### src/rtl/fast_core_pkg.sv
// Shared types for the fast_core issue controller.
// Issue-queue and branch-FIFO entry layouts plus FSM states.
package fast_core_pkg;

    localparam int REG_IDX_W = 6;
    localparam int NUM_REGS  = 64;

    typedef enum logic {
        ST_RUN     = 1'b0,
        ST_RECOVER = 1'b1
    } state_t;

    typedef struct packed {
        logic [31:0]          instr;
        logic [REG_IDX_W-1:0] src1;
        logic [REG_IDX_W-1:0] src2;
        logic [REG_IDX_W-1:0] dest;
        logic                 src1_used;
        logic                 src2_used;
        logic                 is_branch;
        logic                 is_load;
        logic [31:0]          pc;
        logic                 pred_taken;
    } iq_entry_t;

    typedef struct packed {
        logic [31:0] pc;
        logic        pred_taken;
    } br_entry_t;

endpackage

### src/rtl/fc_sync_fifo.sv
// Small synchronous FIFO with flush, shared by the issue queue
// and the outstanding-branch FIFO.
module fc_sync_fifo #(
    parameter int WIDTH = 8,
    parameter int DEPTH = 4
) (
    input  logic             clk,
    input  logic             rst_n,
    input  logic             flush,
    input  logic             push,
    input  logic [WIDTH-1:0] wdata,
    input  logic             pop,
    output logic [WIDTH-1:0] rdata,
    output logic             full,
    output logic             empty
);

    localparam int AW = $clog2(DEPTH);

    logic [WIDTH-1:0] mem [DEPTH];
    logic [AW:0]      wr_ptr;
    logic [AW:0]      rd_ptr;
    logic             do_push;
    logic             do_pop;

    // Extra pointer bit distinguishes full from empty.
    assign empty   = (wr_ptr == rd_ptr);
    assign full    = (wr_ptr[AW] != rd_ptr[AW]) &&
                     (wr_ptr[AW-1:0] == rd_ptr[AW-1:0]);
    assign rdata   = mem[rd_ptr[AW-1:0]];
    assign do_push = push && !full;
    assign do_pop  = pop && !empty;

    always_ff @(posedge clk) begin
        if (do_push && !flush) begin
            mem[wr_ptr[AW-1:0]] <= wdata;
        end
    end

    always_ff @(posedge clk) begin
        if (!rst_n || flush) begin
            wr_ptr <= '0;
            rd_ptr <= '0;
        end else begin
            if (do_push) begin
                wr_ptr <= wr_ptr + 1'b1;
            end
            if (do_pop) begin
                rd_ptr <= rd_ptr + 1'b1;
            end
        end
    end

endmodule

### src/rtl/fast_core_issue_ctrl.sv
// In-order issue controller for fast_core: scoreboard-gated dispatch,
// branch tracking, predictor update and mispredict recovery.
module fast_core_issue_ctrl
    import fast_core_pkg::*;
#(
    parameter int IQ_DEPTH       = 4,
    parameter int BR_DEPTH       = 4,
    parameter int RECOVER_CYCLES = 2,
    parameter int CNT_W          = 16
) (
    input  logic                 clk,
    input  logic                 rst_n,
    input  logic                 in_valid,
    output logic                 in_ready,
    input  logic [31:0]          in_instr,
    input  logic [REG_IDX_W-1:0] in_src1,
    input  logic [REG_IDX_W-1:0] in_src2,
    input  logic [REG_IDX_W-1:0] in_dest,
    input  logic                 in_src1_used,
    input  logic                 in_src2_used,
    input  logic                 in_is_branch,
    input  logic                 in_is_load,
    input  logic [31:0]          in_pc,
    input  logic                 in_pred_taken,
    output logic                 fc_instr_valid,
    output logic [31:0]          fc_instr,
    output logic [REG_IDX_W-1:0] fc_src1_index,
    output logic [REG_IDX_W-1:0] fc_src2_index,
    output logic [REG_IDX_W-1:0] fc_dest_index,
    output logic                 fc_src1_valid,
    output logic                 fc_src2_valid,
    output logic                 fc_is_branch,
    output logic                 fc_is_load,
    input  logic                 fc_result_valid,
    input  logic [REG_IDX_W-1:0] fc_result_index,
    input  logic                 fc_branch_resolved,
    input  logic                 fc_branch_taken,
    output logic                 recovery_trigger,
    output logic                 update_valid,
    output logic [31:0]          update_pc,
    output logic                 update_taken,
    output logic                 update_correct,
    output logic [CNT_W-1:0]     branch_count,
    output logic [CNT_W-1:0]     mispredict_count,
    output logic                 err_orphan
);

    localparam int RW = $clog2(RECOVER_CYCLES + 1);

    iq_entry_t         in_entry;
    iq_entry_t         iq_head;
    br_entry_t         br_in;
    br_entry_t         br_head;
    logic              iq_full;
    logic              iq_empty;
    logic              iq_push;
    logic              br_full;
    logic              br_empty;
    logic              br_push;
    state_t            state;
    logic [RW-1:0]     rec_cnt;
    logic [NUM_REGS-1:0] sb;
    logic [NUM_REGS-1:0] sb_next;
    logic              src1_ok;
    logic              src2_ok;
    logic              dispatch;
    logic              resolve;
    logic              correct;
    logic              mispredict;
    logic              flush;

    assign in_entry = '{
        instr:      in_instr,
        src1:       in_src1,
        src2:       in_src2,
        dest:       in_dest,
        src1_used:  in_src1_used,
        src2_used:  in_src2_used,
        is_branch:  in_is_branch,
        is_load:    in_is_load,
        pc:         in_pc,
        pred_taken: in_pred_taken
    };

    assign in_ready = (state == ST_RUN) && !iq_full;
    assign iq_push  = in_valid && in_ready;
    assign flush    = recovery_trigger;

    assign src1_ok  = !iq_head.src1_used || sb[iq_head.src1];
    assign src2_ok  = !iq_head.src2_used || sb[iq_head.src2];
    assign dispatch = (state == ST_RUN) && !flush && !iq_empty &&
                      src1_ok && src2_ok &&
                      (!iq_head.is_branch || !br_full);

    assign br_push = dispatch && iq_head.is_branch;
    assign br_in   = '{pc: iq_head.pc, pred_taken: iq_head.pred_taken};

    assign resolve    = fc_branch_resolved && (state == ST_RUN) && !br_empty;
    assign correct    = (fc_branch_taken == br_head.pred_taken);
    assign mispredict = resolve && !correct;

    fc_sync_fifo #(
        .WIDTH ($bits(iq_entry_t)),
        .DEPTH (IQ_DEPTH)
    ) u_iq (
        .clk   (clk),
        .rst_n (rst_n),
        .flush (flush),
        .push  (iq_push),
        .wdata (in_entry),
        .pop   (dispatch),
        .rdata (iq_head),
        .full  (iq_full),
        .empty (iq_empty)
    );

    fc_sync_fifo #(
        .WIDTH ($bits(br_entry_t)),
        .DEPTH (BR_DEPTH)
    ) u_br (
        .clk   (clk),
        .rst_n (rst_n),
        .flush (flush),
        .push  (br_push),
        .wdata (br_in),
        .pop   (resolve),
        .rdata (br_head),
        .full  (br_full),
        .empty (br_empty)
    );

    // Writeback sets, dispatch clears afterwards so the clear wins.
    always_comb begin
        sb_next = sb;
        if (fc_result_valid && (state == ST_RUN)) begin
            sb_next[fc_result_index] = 1'b1;
        end
        if (dispatch && !iq_head.is_branch && (iq_head.dest != '0)) begin
            sb_next[iq_head.dest] = 1'b0;
        end
        if (flush) begin
            sb_next = '1;
        end
        sb_next[0] = 1'b1;
    end

    always_ff @(posedge clk) begin
        if (!rst_n) begin
            state            <= ST_RUN;
            rec_cnt          <= '0;
            sb               <= '1;
            fc_instr_valid   <= 1'b0;
            fc_instr         <= '0;
            fc_src1_index    <= '0;
            fc_src2_index    <= '0;
            fc_dest_index    <= '0;
            fc_src1_valid    <= 1'b0;
            fc_src2_valid    <= 1'b0;
            fc_is_branch     <= 1'b0;
            fc_is_load       <= 1'b0;
            recovery_trigger <= 1'b0;
            update_valid     <= 1'b0;
            update_pc        <= '0;
            update_taken     <= 1'b0;
            update_correct   <= 1'b0;
            branch_count     <= '0;
            mispredict_count <= '0;
            err_orphan       <= 1'b0;
        end else begin
            sb               <= sb_next;
            fc_instr_valid   <= dispatch;
            update_valid     <= resolve;
            recovery_trigger <= mispredict;
            if (dispatch) begin
                fc_instr      <= iq_head.instr;
                fc_src1_index <= iq_head.src1;
                fc_src2_index <= iq_head.src2;
                fc_dest_index <= iq_head.dest;
                fc_src1_valid <= iq_head.src1_used;
                fc_src2_valid <= iq_head.src2_used;
                fc_is_branch  <= iq_head.is_branch;
                fc_is_load    <= iq_head.is_load;
            end
            if (resolve) begin
                update_pc      <= br_head.pc;
                update_taken   <= fc_branch_taken;
                update_correct <= correct;
                if (branch_count != '1) begin
                    branch_count <= branch_count + 1'b1;
                end
            end
            if (mispredict && (mispredict_count != '1)) begin
                mispredict_count <= mispredict_count + 1'b1;
            end
            if (fc_branch_resolved && (state == ST_RUN) && br_empty) begin
                err_orphan <= 1'b1;
            end
            case (state)
                ST_RUN: begin
                    if (mispredict) begin
                        state   <= ST_RECOVER;
                        rec_cnt <= RW'(RECOVER_CYCLES - 1);
                    end
                end
                ST_RECOVER: begin
                    if (rec_cnt == '0) begin
                        state <= ST_RUN;
                    end else begin
                        rec_cnt <= rec_cnt - 1'b1;
                    end
                end
                default: state <= ST_RUN;
            endcase
        end
    end

endmodule

### config.mk
export PLATFORM = sky130hd
export DESIGN_NAME = fast_core_issue_ctrl
export DESIGN_NICKNAME = d
export VERILOG_FILES = /design/src/rtl/fast_core_pkg.sv /design/src/rtl/fc_sync_fifo.sv /design/src/rtl/fast_core_issue_ctrl.sv
export SDC_FILE = /design/constraint.sdc
export NUM_CORES = 1
export LEC_CHECK = 0
export ABC_AREA = 1
export BUFFER_PORTS_ARGS = -buffer_cell sky130_fd_sc_hd__buf_4
export CAP_MARGIN = 25
export CORE_UTILIZATION = 48
export DETAILED_ROUTE_END_ITERATION = 10
export MAX_ROUTING_LAYER = met4
export PLACE_DENSITY = 0.66
export SLEW_MARGIN = 5
export SYNTH_ARGS = -nofsm -noshare
export SYNTH_HDL_FRONTEND = slang
export SYNTH_SLANG_ARGS = --single-unit
### constraint.sdc
create_clock -name clk -period 5.7 [get_ports clk]
set_input_delay 0.57 -clock clk [delete_from_list [all_inputs] [get_ports clk]]
set_output_delay 0.57 -clock clk [all_outputs]
set_load 0.02 [all_outputs]
# After elaboration in Yosys (flattened, before gate mapping)
# Memory sizes are Yosys's and may differ from the RTL's. A register that Yosys moved wholly into a read port is not among the register bits.
# Index checks and enable logic that the tools add are counted.
[word_totals] ff_bits=203 mem_bits_rw=480 output_inout_bits=125 wordCells=125 input_bits=99 n_memories=2
[classes] n_bitwise=5 magnitude_cmp=6 n_mux=24 addsub=7 reduce_logical=45 n_eq_ne=11
[mem_list] name="u_iq.mem" words=4 word_bits=87 rd=1 rd_clocked_by_memory_dff=1 write_ports=1 line="fc_sync_fifo.sv:20" rtl="logic [WIDTH-1:0] mem [DEPTH];"
[mem_list] name="u_br.mem" words=4 word_bits=33 rd=1 rd_clocked_by_memory_dff=1 write_ports=1 line="fc_sync_fifo.sv:20"
[ops] operator="$mux 64" n=2
[ops] operator="$and 64x64->64" n=1
[ops] operator="$not 64->64" n=1
[ops] operator="$or 64x64->64" n=1
[ops] operator="$add 16x1->16 const B" n=2
[ops] operator="$ne 16x16->1 const B" n=2
[ops] operator="$lt 6x7->1 const B" n=4
[ops] operator="$logic_and 1x1->1" n=26
[ops] operator="$add 3x1->3 const B" n=4
[ops] operator="$bmux 1 s6" n=2
[ops] operator="$demux 1 s6" n=2
[ops] operator="$ge 6x1->1 const B" n=2
[ops] operator="$mux 2" n=6
[ops] operator="$logic_not 1->1" n=10
[ops] operator="$mux 1" n=10
[ops] operator="$eq 3x3->1" n=2
[ops] operator="$reduce_bool 6->1" n=1
[ops] operator="$eq 2x2->1" n=2
[ops] operator="$logic_or 1x1->1" n=4
[ops] operator="$ne 2x2->1 const B" n=2
[ops] operator="$pmux 2 s2" n=1
[ops] operator="$reduce_and 2->1" n=2
[ops] operator="$logic_not 2->1" n=1
[ops] operator="$ne 1x1->1" n=2
[ops] operator="5 further kinds" n=6

# Logic depth before layout (Yosys ltp)
# Gate-level depths: netlist of run 1.
[depth] ltp_word=11 ltp_mapped=21 depth_no_buf=20

# Modules after synthesis
# From an unflattened synthesis of run 1, not the netlist that was laid out.
[unflattened] hier_cells=2952 hier_area_um2=28959.0
[modules_own_cells] module="fc_sync_fifo at u_iq" instances=1 cells_each=917 area_each_um2=13389.1
[modules_own_cells] module="fast_core_issue_ctrl" instances=1 cells_each=1640 area_each_um2=10144.7
[modules_own_cells] module="fc_sync_fifo at u_br" instances=1 cells_each=395 area_each_um2=5425.2

# Worst setup path after synthesis of run 1
# OpenSTA, ideal clock, no wires.
[synth_path] kind="flip-flop to flip-flop" start="register u_iq.wr_ptr[0]" end="memory u_iq.mem[0][0] in the netlist's numbering (enable)" synth_period_minus_slack_ns=5.187 path_slack_ns=0.513 setup_ns=0.533 stages_incl_launch_ff=9 arrival_time_ns=4.655 cell_sequence="dfxtp_1 > xnor2_1 > nand3_1 > nand2_1 > inv_1 > nand2_1 > inv_1 > nand2_1 > nor2_1"
[synth_via] elab_chain_len=9
[synth_lines] item="start, declared" line="fc_sync_fifo.sv:21" rtl="logic [AW:0] wr_ptr;"
[synth_lines] item="start signal, assigned" line="fc_sync_fifo.sv:46" rtl="wr_ptr <= wr_ptr + 1'b1;"
[synth_lines] item="$eq 2x2->1" line="fc_sync_fifo.sv:29" rtl="(wr_ptr[AW-1:0] == rd_ptr[AW-1:0]);"
[synth_lines] item="$logic_and 1x1->1" line="fc_sync_fifo.sv:28" rtl="assign full = (wr_ptr[AW] != rd_ptr[AW]) &&"
[synth_lines] item="$logic_not 1->1" line="fast_core_issue_ctrl.sv:85" rtl="assign in_ready = (state == ST_RUN) && !iq_full;"
[synth_lines] item="$logic_and 1x1->1" line="fast_core_issue_ctrl.sv:85"
[synth_lines] item="net in_ready" line="fast_core_issue_ctrl.sv:14" rtl="output logic in_ready,"
[synth_lines] item="$logic_and 1x1->1" line="fast_core_issue_ctrl.sv:86" rtl="assign iq_push = in_valid && in_ready;"
[synth_lines] item="$logic_and 1x1->1" line="fc_sync_fifo.sv:31" rtl="assign do_push = push && !full;"
[synth_lines] item="$logic_and 1x1->1" line="fc_sync_fifo.sv:35" rtl="if (do_push && !flush) begin"
[synth_lines] item="$mux 1" line="fc_sync_fifo.sv:35"
[synth_lines] item="$mux 1 (not written as such)" line="fc_sync_fifo.sv:36" rtl="mem[wr_ptr[AW-1:0]] <= wdata;"
[synth_lines] item="end, declared" line="fc_sync_fifo.sv:20"
# The timed path passes the listed nets, and every way through them passes these cells.

==> impl_metrics.json, run 1 <==
{
  "status": "completed",
  "pwr-share-comb_pct": 31.6,
  "cts_made_buffers": 73,
  "nFillCells": 4682,
  "dp_slack_ps": 1230,
  "intPower_mw": 10.5,
  "swShare_pct": 36.6,
  "criticalPathCategory": "reg2reg",
  "startpoint_type": "register",
  "drive_gt1_share_pct": 14.3,
  "cts_hold_buffers": 0,
  "clkPwrFrac_pct": 28.4,
  "rsz0062_at_grt": "no",
  "cts_root_buf": "clkbuf_16",
  "htree_levels": 3,
  "initial_utilization_pct": 48.8,
  "rows": 87,
  "syn_inst": 2653,
  "clock_sinks": 686,
  "finalHoldViolCount": 0,
  "drv_slew": 0,
  "crit_top_cell": "nand3_1",
  "grt_pass1_wl_mm": 111,
  "path_buf_inv": 3,
  "synth-seq-area-share_pct": 67.0,
  "grtUsageTotal_pct": 25.2,
  "cts_setup_buffers": 0,
  "gr-total-overflow": 0,
  "setup_ws_ps": 1180,
  "synth.distinct_cells": 44,
  "dp.cells": 3531,
  "path_max_fanout": 62,
  "cp_cell_sequence": "buf_4 -> inv_2 -> nand3_1 -> nand2_2 -> buf_12 -> nand2_1 -> o21ai_1 -> nand2_1 -> nand3_1 -> nand3_1 -> nand3_1 -> nand3_1 -> nand2_1 -> nor2_4 -> nor2_8 -> nand3_4 -> o21ai_0 -> nand2_1",
  "drt-total-wl_mm": 72.4,
  "synth_enable_flop_cells": 480,
  "finalClockSkew_ps": 36.0,
  "cellLeakagePower_nw": 12.2,
  "p_total_mw": 16.6,
  "ys_ff_latch": 686,
  "clockBufferDepth": 3,
  "crit_required_ps": 6180,
  "final_cell_mix": "480 x edfxtp_1, 411 x nand2_1, 363 x nor2_1",
  "slowest_delay_ps": 620,
  "clkLatencyLatePin_ps": 620,
  "drtPass1Iterations": 5,
  "wl_per_cell_um": 19.7,
  "die_area_um2": 58600,
  "synth_nets": 2765,
  "setup_viol": 0,
  "cp_slowest_cell": "nand3_4",
  "worst_pin_slew_ps": 1150,
  "die_h_um": 242,
  "fmax_mhz": 221,
  "crit_arrival_ps": 5000,
  "period_minus_slack_ps": 4520,
  "ant_nets": 0,
  "coreArea_um2": 56700,
  "path_clk_slew_ps": 60,
  "p_per_area_nw_per_um2": 512,
  "nets": 2962,
  "cts_tree": "built",
  "cp_top_family": "simple AND/OR/NAND/NOR gates",
  "maxCapViolCount": 0,
  "hold_path.class": "in2reg",
  "die_w_um": 242,
  "synth-compound-area-share_pct": 11.8,
  "yosys-mux-area-fraction_pct": 0,
  "gp_congestion": 0.956,
  "grt_max_degree": 95,
  "avgSynthCellArea_um2": 10.4,
  "drcViolationCount": 0,
  "synth-simple-area-share_pct": 15.7,
  "seqPwrFrac_pct": 40.0,
  "synth_area_um2": 27700,
  "synth_top_family_by_area": "simple AND/OR/NAND/NOR gates",
  "tns_ps": 0,
  "fin_crit_sh_pct": 79.3,
  "yosys_warnings": 0,
  "fin_hold_ws_ps": 159,
  "cts_resized": 0,
  "grt_pass1_vias": 19131,
  "switchingPower_mw": 6.07,
  "irDropWorstVdd_mv": 0.305,
  "boundaryPins": 224,
  "via_count": 20222,
  "portBuffers": 223,
  "synthToLayoutAreaGrowth_pct": 17.2,
  "grt_antenna_before_repair": 6,
  "relSlewSlack_pct": 23.3,
  "synth_xor_area_share_pct": 0.253,
  "layout.cells.most_common": "edfxtp_1",
  "endpoint_kind": "register",
  "final_cells": 3668,
  "ys_async_sr_fraction_pct": 0,
  "drtIter0Drc": 1867,
  "hpwlAfterDp_mm": 43.9,
  "routed_via_density": 5.51,
  "synth-adder-area-share_pct": 0.588,
  "synth-main-ff-cell": "edfxtp_1"
}
==> final cells by class <==
class | count | area [µm²] | area share, %
antenna | 6 | 15.0 | 0.0463
clock buffer | 98 | 2060 | 6.37
clock inverter | 33 | 343 | 1.06
inverter | 164 | 618 | 1.91
multi-input combinational | 1662 | 7890 | 24.3
sequential | 686 | 18500 | 57.2
tap | 756 | 946 | 2.92
timing repair buffer | 263 | 2000 | 6.18
==> stage by stage <==
| step | area (µm²) | util (%) |
|---|---|---|
| 2_1_floorplan | 27700 | - |
| 3_3_place_gp | 30000 | 52.8 |
| 3_5_place_dp | 30000 | 52.9 |
| 4_1_cts | 32400 | 57.1 |
| 5_1_grt | 32400 | 57.2 |
| 6_report | 32400 | 57.2 |
==> path summary, 6_finish.rpt <==
kind | from | endpoint | depth (start not counted) | slack (ps)
max | register | sb[63] | 18 | 1180
min | in_dest[4] | u_iq.mem[3][41] | 1 | 160
max reg2reg | register | sb[63] | 18 | 1180
min reg2reg | fc_dest_index[0] | fc_dest_index[0] | 2 | 470
==> power by group through the flow <==
stage,Combinational [mW],Clock [mW],Sequential (mW)
after floorplan,3.21,0,6.96
after global placement,5.13,0,6.71
after detailed placement,5.23,0,6.74
after CTS,5.25,4.79,6.64
after global routing,5.77,4.99,6.71
final,5.25,4.71,6.64
==> worst reg2reg max path, stage by stage, from the launching register on <==
cell     delay (ps)
dfxtp_2         310
buf_4           250
inv_2           590
nand3_1         580
nand2_2         270
buf_12          220
nand2_1          80
o21ai_1          70
nand2_1          60
nand3_1         100
nand3_1         170
nand3_1         110
nand3_1          80
nand2_1         120
nor2_4           60
nor2_8          190
nand3_4         620
o21ai_0         420
nand2_1          80
==> synthesized netlist by cell type, types with 4 or more instances <==
cell type  number  area share (%)
edfxtp_1      480              52
nand2_1       411             5.6
nor2_1        372             5.0
o21ai_0       342             6.2
dfxtp_1       206              15
nand3_1       189             3.4
inv_1         156             2.1
clkbuf_1       83             1.1
o21ai_1        75             1.4
o22ai_1        68             1.5
a21oi_1        48            0.87
a31oi_1        36            0.81
buf_2          27            0.49
nor3_1         25            0.45
buf_4          18            0.49
o211ai_1       15            0.41
ha_1           13            0.59
a32oi_1        11            0.35
nand4_1        10            0.23
buf_1           8            0.11
inv_2           8            0.11
buf_6           5            0.20
nand2_2         5            0.11
nor3b_1         5            0.14
xor2_1          5            0.16
or2_1           4           0.090
==> kinds of logic after synthesis <==
group                    after synthesis
buffers and inverters                305
AO/OA/AOI/OAI                        601
XOR/XNOR                               8
flip-flops                           686
AND/OR/NAND/NOR                     1040
adder cells (fa/ha/maj)               13
==> routing by layer <==
layer	up-vias	track usage, %	part of all wire [%]
met1	9721	34.0	44
met3	124	6.10	8.3
met5	-	-	0
li1	9663	-	-
met2	714	37.9	46
met4	0	7.63	2.4
==> state kept, by name (all words and copies together), names as in the netlist, 6 cells and up, named ones only <==
| signal | count |
|---|---|
| u_br.mem | 132 |
| mispredict_count | 16 |
| sb | 63 |
| update_pc | 32 |
| branch_count | 16 |
| fc_src2_index | 6 |
| u_iq.mem | 348 |
| fc_dest_index | 6 |
| fc_src1_index | 6 |
| fc_instr | 32 |
Note: power is estimated with default switching activity, not from simulation.
==> run 2, diff against run 1 <==
--- a/config.mk
+++ b/config.mk
@@ -5,13 +5,13 @@
 export SDC_FILE = /design/constraint.sdc
 export NUM_CORES = 1
 export LEC_CHECK = 0
-export ABC_AREA = 1
+export ABC_AREA = 0
 export BUFFER_PORTS_ARGS = -buffer_cell sky130_fd_sc_hd__buf_4
 export CAP_MARGIN = 25
 export CORE_UTILIZATION = 48
 export DETAILED_ROUTE_END_ITERATION = 10
 export MAX_ROUTING_LAYER = met4
-export PLACE_DENSITY = 0.66
+export PLACE_DENSITY = 0.69
 export SLEW_MARGIN = 5
 export SYNTH_ARGS = -nofsm -noshare
 export SYNTH_HDL_FRONTEND = slang
==> constraint.sdc (replaced) <==
create_clock -name clk -period 3.8 [get_ports clk]
set_input_delay 0.38 -clock clk [delete_from_list [all_inputs] [get_ports clk]]
set_output_delay 0.38 -clock clk [all_outputs]
set_load 0.02 [all_outputs]
==> impl_metrics.json, run 2 <==
{
  "cts_setup_buffers": 0,
  "fmax_mhz": 280,
  "wl_met3_mm": 3.13,
  "drv_slew": 0,
  "coreArea_um2": 55100,
  "drive_gt1_share_pct": 25.1,
  "clockBufferDepth": 3,
  "setup_viol": 0,
  "layout.cells.most_common": "edfxtp_1",
  "synth_top_area_share_pct": 53.8,
  "initial_utilization_pct": 48.6,
  "routed.top_layer": "met4",
  "clkLatencyLatePin_ps": 620,
  "setup_ws_ps": 234,
  "slowest_delay_ps": 670,
  "synth_top_cells_by_area": "edfxtp_1 54%, dfxtp_1 15%, mux4_2 10%, mux2i_1 4.4%, nand2_1 2.9%",
  "routed_via_density": 5.57,
  "grt_antenna_before_repair": 4,
  "synth-seq-area-share_pct": 69.2,
  "ys_async_sr_fraction_pct": 0,
  "tns_ps": 0,
  "crit_required_ps": 4090,
  "synth_enable_flop_cells": 480,
  "maxCapViolCount": 0,
  "worst_pin_slew_ps": 997,
  "path_max_fanout": 14,
  "synth.distinct_cells": 60,
  "path_clk_slew_ps": 60,
  "final_cell_mix": "480 x edfxtp_1, 249 x buf_4, 208 x nand2_1",
  "crit_arrival_ps": 3860,
  "whs_path_depth": 3,
  "die_w_um": 238,
  "cellLeakagePower_nw": 11.5,
  "yosys_warnings": 0,
  "drt-total-wl_mm": 62.2,
  "nFillCells": 4228,
  "irDropWorstVdd_mv": 0.517,
  "synthToLayoutAreaGrowth_pct": 21.8,
  "grt_pass1_wl_mm": 95.4,
  "wl_met1_mm": 26.3,
  "hold_path.class": "in2reg",
  "startpoint_type": "register",
  "crit_top_cell": "buf_4",
  "grt_pass1_vias": 16450,
  "placed_area_um2": 29500,
  "status": "completed",
  "multiInputGateArea_um2": 7720,
  "gr-total-overflow": 0,
  "stdcell_area_um2": 32600,
  "synth_area_um2": 26800,
  "syn_inst": 1713,
  "finalHoldViolCount": 0,
  "fin_hold_ws_ps": 55.8,
  "nets": 2159,
  "drtPass1Iterations": 5,
  "ant_nets": 0,
  "synth_nets": 1825,
  "layout.area.seq_um2": 18500,
  "drcViolationCount": 0,
  "portBuffers": 223,
  "rows": 86,
  "gp_congestion": 0.934,
  "endpoint_kind": "register",
  "clock_sinks": 686,
  "fin_crit_sh_pct": 93.8,
  "grtUsageTotal_pct": 22.9,
  "period_minus_slack_ps": 3570,
  "finalClockSkew_ps": 24.9,
  "via_count": 15913,
  "p_per_area_nw_per_um2": 717,
  "ys_ff_latch": 686,
  "cts_root_buf": "clkbuf_16",
  "yosys.area.top_type": "edfxtp_1",
  "avgSynthCellArea_um2": 15.6,
  "cts_made_buffers": 72,
  "cp_slowest_cell": "mux4_2",
  "boundaryPins": 224,
  "grt_max_degree": 72,
  "reg2reg_depth": 10,
  "yosysMostFrequentCell": "edfxtp_1",
  "wl_per_cell_um": 21.8,
  "rsz0062_at_grt": "no",
  "cp_cell_sequence": "buf_4 -> mux4_2 -> nor2b_1 -> a22oi_1 -> nand3_1 -> and4_1 -> nor4_1 -> and4_2 -> and3_2 -> buf_4",
  "drtIter0Drc": 1182,
  "cts_tree": "built",
  "rrSetupSlack_ps": 230,
  "synth-main-ff-cell": "edfxtp_1",
  "hpwlAfterDp_mm": 39.2,
  "die_h_um": 238,
  "largest_reg_flops": 348,
  "criticalPathCategory": "reg2reg",
  "htree_levels": 3,
  "dp_slack_ps": 164,
  "synthTopCellsByCount": "480 x edfxtp_1, 208 x nand2_1, 206 x dfxtp_1, 123 x mux4_2, 117 x mux2i_1",
  "relSlewSlack_pct": 33.5,
  "wl_met2_mm": 31.5,
  "die_area_um2": 56800
}
-- run 2: cell count changes in the layout (fill, tap and decap cells not counted), moves of 31 or more --
cell / delta
o21ai_0: -336
nor2_1: -285
nand2_1: -203
nand3_1: -174
inv_1: -142
mux4_2: +123
mux2i_1: +117
dlygate4sd3_1: +87
o21ai_1: -75
a211oi_1: +64
o22ai_1: -64
a21oi_1: +63
a31oi_1: -31
-- run 2: final timing paths --
check,start,to
setup / recovery,register,u_br.mem[3][8]
hold / removal,fc_branch_taken,update_taken
setup reg to reg,register,u_br.mem[3][8]
hold reg to reg,err_orphan,err_orphan
-- run 2: cell families (layout without fill, tap and decap cells) --
logic type	Yosys count	in the layout	share of synthesized area, %
flops	686	686	69.2
simple gates	400	400	6.79
mux	247	247	15.0
compound gates	219	219	5.11
buf+inv	112	504	2.10
xor+xnor	36	36	1.18
fa+ha+maj	13	13	0.607
other cells	0	4	0
-- run 2: critical path, delay by kind of cell (launching register included) --
family / cells / cell delay [ps]
AO/OA/AOI/OAI: 1 / 190
buffers and inverters: 2 / 520
flip-flops: 1 / 410
multiplexers: 1 / 670
AND/OR/NAND/NOR: 6 / 1450
-- run 2: area by class of cell --
cell class | count | share of cell area (%)
clock inverters | 28 | 0.748
inverters | 16 | 0.184
clock buffers | 104 | 6.14
flip-flops and latches | 686 | 56.8
diodes | 4 | 0.0307
well taps | 748 | 2.87
multi-input cells | 915 | 23.7
repair buffers | 356 | 9.54
-- run 2: power by group --
group / internal [mW] / leakage (nW) / total (mW) / switching (mW)
clock: 3.84 / 1.09 / 6.70 / 2.86
combinational: 2.93 / 4.33 / 6.88 / 3.95
sequential: 9.38 / 6.06 / 9.81 / 0.428
-- run 2: repair_timing --
action,4_1_cts,5_1_grt
endpoints found under the hold margin,348,0
resized for setup,0,1
hold buffers,87,0
endpoints found under the setup margin,0,126
-- run 2: routing by layer --
metal | vias to the layer above | track usage, %
met5 | - | -
met4 | 0 | 7.38
met3 | 90 | 3.71
met2 | 458 | 37.4
met1 | 8110 | 29.5
li1 | 7255 | -
-- run 2: metrics by stage --
step	power, mW	std cells	utilization [%]
after global routing	24.4	2857	59.2
final	23.4	2857	59.2
after floorplan	14.5	1713	-
after detailed placement	16.8	2633	53.5
after global placement	16.6	2632	53.5
after CTS	23.6	2852	59.2
==> run 3, diff against run 2 <==
--- a/config.mk
+++ b/config.mk
@@ -7,11 +7,12 @@
 export LEC_CHECK = 0
 export ABC_AREA = 0
 export BUFFER_PORTS_ARGS = -buffer_cell sky130_fd_sc_hd__buf_4
-export CAP_MARGIN = 25
-export CORE_UTILIZATION = 48
+export CAP_MARGIN = 10
+export CORE_ASPECT_RATIO = 0.75
+export CORE_UTILIZATION = 54
 export DETAILED_ROUTE_END_ITERATION = 10
 export MAX_ROUTING_LAYER = met4
-export PLACE_DENSITY = 0.69
+export PLACE_DENSITY = 0.76
 export SLEW_MARGIN = 5
 export SYNTH_ARGS = -nofsm -noshare
 export SYNTH_HDL_FRONTEND = slang
==> impl_metrics.json, run 3 (synthesis results as in run 2) <==
{
  "gp_congestion": 0.960,
  "finalHoldViolCount": 0,
  "die_h_um": 195,
  "cts_made_buffers": 61,
  "stdcell_area_um2": 32600,
  "drcViolationCount": 0,
  "setup_ws_ps": 163,
  "fin_hold_ws_ps": 34.7,
  "dp_slack_ps": 155,
  "grt_antenna_before_repair": 7,
  "routed_via_density": 5.90,
  "path_clk_slew_ps": 60,
  "multiInputGateArea_um2": 7710,
  "startpoint_type": "register",
  "coreArea_um2": 48900,
  "cts_setup_buffers": 0,
  "ant_nets": 0,
  "cellLeakagePower_nw": 11.5,
  "layout.area.seq_um2": 18500,
  "hpwlAfterDp_mm": 39.3,
  "initial_utilization_pct": 54.8,
  "layout.cells.most_common": "edfxtp_1",
  "hold_path.class": "in2reg",
  "finalClockSkew_ps": 39.1,
  "grt_pass1_vias": 16478,
  "fmax_mhz": 275,
  "clockBufferDepth": 3,
  "crit_required_ps": 4350,
  "maxCapViolCount": 0,
  "cp_cell_sequence": "mux4_2 -> buf_4 -> mux4_2 -> nor2_1 -> a211oi_1 -> nor3b_1 -> nand4b_1 -> and4_2 -> buf_4 -> nand2_4 -> buf_12 -> mux2i_1",
  "status": "completed",
  "drtIter0Drc": 1482,
  "boundaryPins": 224,
  "cts_root_buf": "clkbuf_16",
  "grt_max_degree": 109,
  "fin_crit_sh_pct": 95.7,
  "endpoint_kind": "register",
  "drv_slew": 0,
  "via_count": 16250,
  "hp-start": "fc_branch_taken",
  "path_max_fanout": 30,
  "drive_gt1_share_pct": 25.6,
  "die_w_um": 259,
  "die_area_um2": 50500,
  "crit_arrival_ps": 4180,
  "largest_reg_flops": 348,
  "final_cell_mix": "480 x edfxtp_1, 261 x buf_4, 208 x nand2_1",
  "drtPass1Iterations": 5,
  "drt-total-wl_mm": 64.2,
  "cts_tree": "built",
  "clock_sinks": 686,
  "wl_per_cell_um": 23.3,
  "p_total_mw": 23.6,
  "relSlewSlack_pct": 13.6,
  "clkLatencyLatePin_ps": 640,
  "cp_slowest_cell": "mux4_2",
  "htree_levels": 2,
  "setup_viol": 0,
  "slowest_delay_ps": 590,
  "rsz0062_at_grt": "no",
  "portBuffers": 223,
  "grtUsageTotal_pct": 26.3,
  "synthToLayoutAreaGrowth_pct": 21.7,
  "rows": 70,
  "nFillCells": 3300,
  "tns_ps": 0,
  "period_minus_slack_ps": 3640,
  "placed_area_um2": 29500,
  "nets": 2160,
  "criticalPathCategory": "reg2reg",
  "irDropWorstVdd_mv": 0.601,
  "p_per_area_nw_per_um2": 723,
  "gr-total-overflow": 0,
  "worst_pin_slew_ps": 1290,
  "grt_pass1_wl_mm": 97.4
}
==> run 3: path summary, 6_finish.rpt <==
check                  to  slack [ps]  cells past startpoint
max reg2reg  fc_instr[23]         160                     12
max          fc_instr[23]         160                     12
min reg2reg    err_orphan         450                      2
min          update_taken          30                      3
==> run 3: cell type report <==
type | instances | area share (%)
antenna | 6 | 0.0461
multi-input combinational | 915 | 23.7
inverter | 16 | 0.184
timing repair buffer | 368 | 9.88
clock inverter | 38 | 1.57
tap | 648 | 2.49
clock buffer | 78 | 5.30
sequential | 686 | 56.9
==> run 3: critical path: cells and delay by family, from the launching register on <==
family	cells	cell delay (ps)
mux	3	1280
simple gates	5	1000
buf+inv	3	660
flops	1	470
compound gates	1	100
==> run 3: metrics by stage <==
step,std cells,util [%]
final,2755,66.7
after global routing,2755,66.7
after CTS,2749,66.7
after detailed placement,2545,60.3
after global placement,2545,60.3
after floorplan,1713,-
==> run 3: metal layers <==
metal	GRT usage, %	wire, µm	up-vias
li1	-	-	7226
met1	36.8	27400	8250
met2	40.1	30900	704
met3	4.92	5110	70
met4	6.23	904	0
met5	-	0	-
==> run 3: what timing repair did <==
item,4_1_cts,5_1_grt
gates resized for setup,0,1
setup endpoints to repair,0,2
endpoints found under the hold margin,350,0
hold buffers,88,0
==> run 3: report_power, final <==
part | internal, mW | switching [mW] | total (mW)
logic | 2.98 | 3.97 | 6.95
clock network | 3.98 | 2.79 | 6.77
registers | 9.38 | 0.472 | 9.85
